### src/rtl/core_pkg.sv
// ============================================================================
// core_pkg : shared core constants (data width, register index width, file size)
// Revision : 1.0
// ============================================================================
`default_nettype none

package core_pkg;

   localparam int XLEN = 32;
   localparam int REGW = 5;
   localparam int NREG = 32;

   localparam logic [REGW-1:0] ZERO_REG = '0;

endpackage : core_pkg

`default_nettype wire

### src/rtl/rr_arbiter.sv
// ============================================================================
// rr_arbiter : one-hot grant to the first asserted request, searching upward
//              from i_ptr and wrapping (i_ptr = 0 gives fixed priority)
// Revision   : 1.0
// ============================================================================
`default_nettype none

module rr_arbiter #(
   parameter int NREQ = 3,
   parameter int PW   = 2
) (
   input  logic [NREQ-1:0] i_req,
   input  logic [PW-1:0]   i_ptr,
   output logic [NREQ-1:0] o_gnt
);

   logic w_found;
   int   w_dist;

   // k walks the priority order; requester j sits at distance (j - ptr) mod NREQ
   always_comb begin
      o_gnt   = '0;
      w_found = 1'b0;
      w_dist  = 0;
      for (int k = 0; k < NREQ; k++) begin
         for (int j = 0; j < NREQ; j++) begin
            w_dist = j - int'(i_ptr);
            if (w_dist < 0) begin
               w_dist = w_dist + NREQ;
            end
            if (!w_found && (w_dist == k) && i_req[j]) begin
               o_gnt[j] = 1'b1;
               w_found  = 1'b1;
            end
         end
      end
   end

endmodule : rr_arbiter

`default_nettype wire

### src/rtl/regfile_wb_arbiter.sv
// ============================================================================
// regfile_wb_arbiter : shares the register file write port among NREQ
//                      write-back requesters and tracks pending writes.
// Config macro       : WB_ROUND_ROBIN_EN (defined = round-robin, else fixed
//                      priority with requester 0 highest)
// Revision           : 1.0
// ============================================================================
`default_nettype none

module regfile_wb_arbiter #(
   parameter int NREQ = 3,
   parameter int XLEN = core_pkg::XLEN,
   parameter int REGW = core_pkg::REGW
) (
   input  logic                 clk,
   input  logic                 rst,
   input  logic [NREQ-1:0]      req_valid,
   output logic [NREQ-1:0]      req_ready,
   input  logic [NREQ*REGW-1:0] req_rd_num,
   input  logic [NREQ*XLEN-1:0] req_rd_data,
   input  logic                 issue_valid,
   input  logic [REGW-1:0]      issue_rd,
   input  logic [REGW-1:0]      rs1_num,
   input  logic [REGW-1:0]      rs2_num,
   output logic                 rs1_busy,
   output logic                 rs2_busy,
   output logic                 rd_busy,
   output logic                 w_enable,
   output logic [REGW-1:0]      rd_num,
   output logic [XLEN-1:0]      rd_data
);

   import core_pkg::*;

   localparam int PW = (NREQ > 1) ? $clog2(NREQ) : 1;

   logic [NREQ-1:0] w_req;
   logic [NREQ-1:0] w_gnt;
   logic [PW-1:0]   w_ptr;
   logic            w_xfer;
   logic [REGW-1:0] w_win_rd;
   logic [XLEN-1:0] w_win_data;

   logic            r_wen;
   logic [REGW-1:0] r_rd_num;
   logic [XLEN-1:0] r_rd_data;
   logic [NREG-1:0] r_busy;
   logic [NREG-1:0] w_set;
   logic [NREG-1:0] w_clr;

   // Nothing may be granted while reset is held
   assign w_req     = req_valid & {NREQ{rst}};
   assign req_ready = w_gnt;
   assign w_xfer    = |w_gnt;

   rr_arbiter #(
      .NREQ (NREQ),
      .PW   (PW)
   ) u_arb (
      .i_req (w_req),
      .i_ptr (w_ptr),
      .o_gnt (w_gnt)
   );

`ifdef WB_ROUND_ROBIN_EN
   logic [PW-1:0] r_ptr;
   logic [PW-1:0] w_gnt_idx;

   always_comb begin
      w_gnt_idx = '0;
      for (int i = 0; i < NREQ; i++) begin
         if (w_gnt[i]) begin
            w_gnt_idx = PW'(i);
         end
      end
   end

   always_ff @(posedge clk or negedge rst) begin
      if (!rst) begin
         r_ptr <= '0;
      end else if (w_xfer) begin
         r_ptr <= (w_gnt_idx == PW'(NREQ - 1)) ? '0 : w_gnt_idx + 1'b1;
      end
   end

   assign w_ptr = r_ptr;
`else
   assign w_ptr = '0;
`endif

   always_comb begin
      w_win_rd   = '0;
      w_win_data = '0;
      for (int i = 0; i < NREQ; i++) begin
         if (w_gnt[i]) begin
            w_win_rd   = req_rd_num[i*REGW +: REGW];
            w_win_data = req_rd_data[i*XLEN +: XLEN];
         end
      end
   end

   // x0 writes are consumed here but never reach the write port
   always_ff @(posedge clk or negedge rst) begin
      if (!rst) begin
         r_wen     <= 1'b0;
         r_rd_num  <= '0;
         r_rd_data <= '0;
      end else if (w_xfer) begin
         r_wen     <= (w_win_rd != REGW'(ZERO_REG));
         r_rd_num  <= w_win_rd;
         r_rd_data <= w_win_data;
      end else begin
         r_wen     <= 1'b0;
      end
   end

   assign w_enable = r_wen;
   assign rd_num   = r_rd_num;
   assign rd_data  = r_rd_data;

   // Set is applied after clear so a same-index issue outlives the write-back
   assign w_set = (issue_valid && (issue_rd != REGW'(ZERO_REG))) ? (NREG'(1) << issue_rd) : '0;
   assign w_clr = w_xfer ? (NREG'(1) << w_win_rd) : '0;

   always_ff @(posedge clk or negedge rst) begin
      if (!rst) begin
         r_busy <= '0;
      end else begin
         r_busy <= ((r_busy & ~w_clr) | w_set) & ~NREG'(1);
      end
   end

   assign rs1_busy = r_busy[rs1_num] |
                     (r_wen && (r_rd_num == rs1_num) && (rs1_num != REGW'(ZERO_REG)));
   assign rs2_busy = r_busy[rs2_num] |
                     (r_wen && (r_rd_num == rs2_num) && (rs2_num != REGW'(ZERO_REG)));
   assign rd_busy  = r_busy[issue_rd] |
                     (r_wen && (r_rd_num == issue_rd) && (issue_rd != REGW'(ZERO_REG)));

endmodule : regfile_wb_arbiter

`default_nettype wire
### config.mk
export PLATFORM = sky130hd
export DESIGN_NAME = regfile_wb_arbiter
export DESIGN_NICKNAME = d
export VERILOG_FILES = /design/src/rtl/core_pkg.sv /design/src/rtl/rr_arbiter.sv /design/src/rtl/regfile_wb_arbiter.sv
export SDC_FILE = /design/constraint.sdc
export NUM_CORES = 1
export LEC_CHECK = 0
export CORE_ASPECT_RATIO = 1.4
export CORE_MARGIN = 5
export CORE_UTILIZATION = 44
export DETAILED_ROUTE_END_ITERATION = 10
export GPL_ROUTABILITY_DRIVEN = 0
export HOLD_SLACK_MARGIN = 0.05
export PLACE_DENSITY = 0.87
export SETUP_SLACK_MARGIN = 0.2
export SLEW_MARGIN = 0
export SYNTH_ARGS = -nofsm -noshare
export SYNTH_HDL_FRONTEND = slang
export SYNTH_HIERARCHICAL = 1
export SYNTH_SLANG_ARGS = --single-unit
### constraint.sdc
create_clock -name clk -period 3.1 [get_ports clk]
set_clock_uncertainty 0.15 [all_clocks]
set_input_delay 0.62 -clock clk [delete_from_list [all_inputs] [get_ports clk]]
set_output_delay 0.62 -clock clk [all_outputs]
set_load 0.05 [all_outputs]
==> run metrics, run 1 <==
WP data required=2.33 ns; I/O Pins=176; Slowest cell on crit path=o41ai_4; Slew @ Worst Pin=0.788 ns; synthesis warning total=6; CP Capture Type=primary output; Worst-path clk slew=0.06 ns; DRC=0; HP Class=input port to async pin; multi-input logic area=0.00255 sq mm; worst path cell trace=buf_6, buf_6, buf_6, mux4_2, a21oi_2, a32o_2, o41ai_4, buf_12; RSZ-0062 raised after global routing=yes; Reg-to-Reg Start=rd_num[4]$_DFFE_PN0P_; row count=43; Final nets=818; H-tree depth=3; IO buf count=175; most common cell after layout, fill and taps aside=clkdlybuf4s50_1; Longest Clk Path Bufs=2; via count=5178; Final Util=0.713; worst vdd ir=0.454 mV; die height=128 microns; status=completed; initial antenna violation count=1; sequential area share after synthesis=0.394; most frequent cells in the layout=clkdlybuf4s50_1 (157), nand2_1 (71), dfrtp_1 (68); reg-to-reg endpoint=rd_num[4]$_DFFE_PN0P_; final setup vio count=0; initial DRC count=406; layout cell share with drive strength beyond 1=0.181; CP max FO=4; vias in the first global route=5410; Routed wire per std cell=22.8 microns; clock root cell=clkbuf_16; DR vias/cell=6.28; worst skew pair latency=0.33 ns; post-synthesis cell area=0.00438 sq mm; crit start category=input port; Tmin final=3.02 ns; CTS tree=built; die span in x=94.3 microns; Fillers=690; Slew headroom=0.474; TritonCTS Buffers=9; First-pass DRT Iterations=5; Worst Reg2Reg Path Length in Cells=1; Worst Setup SP=issue_rd[1]; P&R area growth vs syn=60.3%; Cells after Synth=486; Unique masters post-synth=51; Async SR Flop Fraction=1.00; pwr/cell area=645 mW/mm^2; Final ANT Viol Nets=0; diodes inserted=0; Core Footprint=0.00985 sq mm; Synth Register Bits=69; gr ovfl total=0; largest net degree at the start of global routing=65; Slew Limit Fails=0; Hold Slack=0.381 ns; Total GRT Usage=0.321; most used cell, CP=buf_6; final hold vios=0; fin crit share=0.975; register area=0.00173 sq mm; Setup crit end=rd_busy; dpl hpwl=13600 microns; ys flop type=dfrtp_1; f_max=331 MHz; DIE AREA=0.0121 sq mm; maxcap violations=0; WP data arrival=2.25 ns; final wirelength=18800 microns; first-pass GRT wire length=29000 microns; Reg2Reg Setup Slack=2.04 ns; EDFF count, synth=0; Clock Sinks=69; WS Path Type=input port to primary output; slowest cell delay on critical path=0.47 ns; LEAKAGE=0.00286 uW; mean area per synthesized cell=9.01 sq um; Starting Density=0.445
where the power goes:
group / switching (uW) / internal, uW
logic: 1040 / 820
registers: 373 / 1140
clock network: 385 / 774
total: 1790 / 2730
Yosys cell counts, types with 3 or more instances:
cell type / n / area [sq um]
nor3_1: 4 / 20.0
nand3_1: 17 / 85.1
a211oi_1: 3 / 22.5
mux2i_1: 8 / 80.1
xor2_1: 6 / 52.6
and2_1: 4 / 25.0
a31oi_1: 3 / 18.8
nand3b_1: 6 / 45.0
a22o_1: 3 / 26.3
clkbuf_1: 23 / 86.3
o21ai_0: 35 / 175
xnor2_1: 6 / 52.6
nor4_1: 4 / 25.0
a21oi_1: 41 / 205
nand2_1: 72 / 270
nor2_1: 15 / 56.3
o21a_1: 3 / 22.5
mux4_2: 16 / 360
mux2_2: 8 / 90.1
nor2b_1: 7 / 43.8
dfrtp_1: 69 / 1730
nand2b_1: 6 / 37.5
buf_2: 14 / 70.1
o22ai_1: 64 / 400
inv_1: 12 / 45.0
a21o_1: 4 / 30.0
metrics by stage:
step	cells	setup TNS (ns)	setup slack (ns)	power [uW]	instance area, sq um
floorplan	489	0	0.208	2430	4420
global placement	798	-1.19	-0.198	3160	6490
detailed placement	798	-3.65	-0.218	3230	6490
CTS	824	0	0.107	4440	6980
global route	824	0	0.0703	4680	7020
finish	824	0	0.0776	4520	7020
per-layer routing:
| layer | track usage | vias up | wire length [microns] |
|---|---|---|---|
| li1 | - | 2213 | - |
| met1 | 0.331 | 2413 | 5850 |
| met2 | 0.558 | 415 | 9440 |
| met3 | 0.110 | 135 | 2120 |
| met4 | 0.186 | 2 | 1390 |
| met5 | 0 | - | 10 |
worst max-delay path, delay by kind of cell:
kind            cells  cell delay [ns]
compound gates      3             0.77
mux                 1             0.34
buf+inv             4             0.52
cell type report:
type / instances / area share
timing repair buffer: 224 / 0.311
tap: 135 / 0.0241
multi-input combinational: 368 / 0.363
clock inverter: 4 / 0.0111
clock buffer: 12 / 0.0380
inverter: 12 / 0.00642
sequential: 69 / 0.246
repair_timing:
| item | in CTS | in global routing |
|---|---|---|
| setup endpoints to repair | 10 | 26 |
| hold endpoints to repair | 6 | 0 |
| resized for setup | 54 | 8 |
| pin swaps | 11 | 5 |
| hold buffers | 1 | 0 |
| cloned | 0 | 0 |
| buffers inserted | 9 | 0 |
worst min-delay path by stage:
stage | startpoint | to | slack, ns | depth (start not counted)
floorplan | rst | r_busy[10]$_DFF_PN0_ | 0.17 | 0
global placement | rst | rd_data[9]$_DFFE_PN0P_ | 0.33 | 1
detailed placement | rst | rd_data[4]$_DFFE_PN0P_ | 0.33 | 1
CTS | rst | rd_data[0]$_DFFE_PN0P_ | 0.39 | 2
global route | rd_data[12]$_DFFE_PN0P_ | rd_data[12]$_DFFE_PN0P_ | 0.45 | 2
finish | rst | rd_data[3]$_DFFE_PN0P_ | 0.38 | 2
cell families (layout without fill, tap and decap cells):
logic type,after synthesis,count (layout),synth area share
compound gates,172,172,0.236
xor+xnor,12,12,0.0240
fa+ha+maj,2,2,0.00572
buf+inv,52,252,0.0520
flops,69,69,0.394
mux,34,34,0.133
other cells,1,4,0.000857
simple gates,144,144,0.154
state kept, by name, indices dropped and copies added (netlist names):
name      count
rd_data      32
r_busy       31
rd_num        5
w_enable      1
Note: power is estimated with default switching activity, not from simulation.
==> inputs of run 2 (changes only) <==
Settings changed: CTS_CLUSTER_DIAMETER from default to 50.
==> results of run 2 <==
No change in the layout: final DEF, timing and power equal those of run 1.
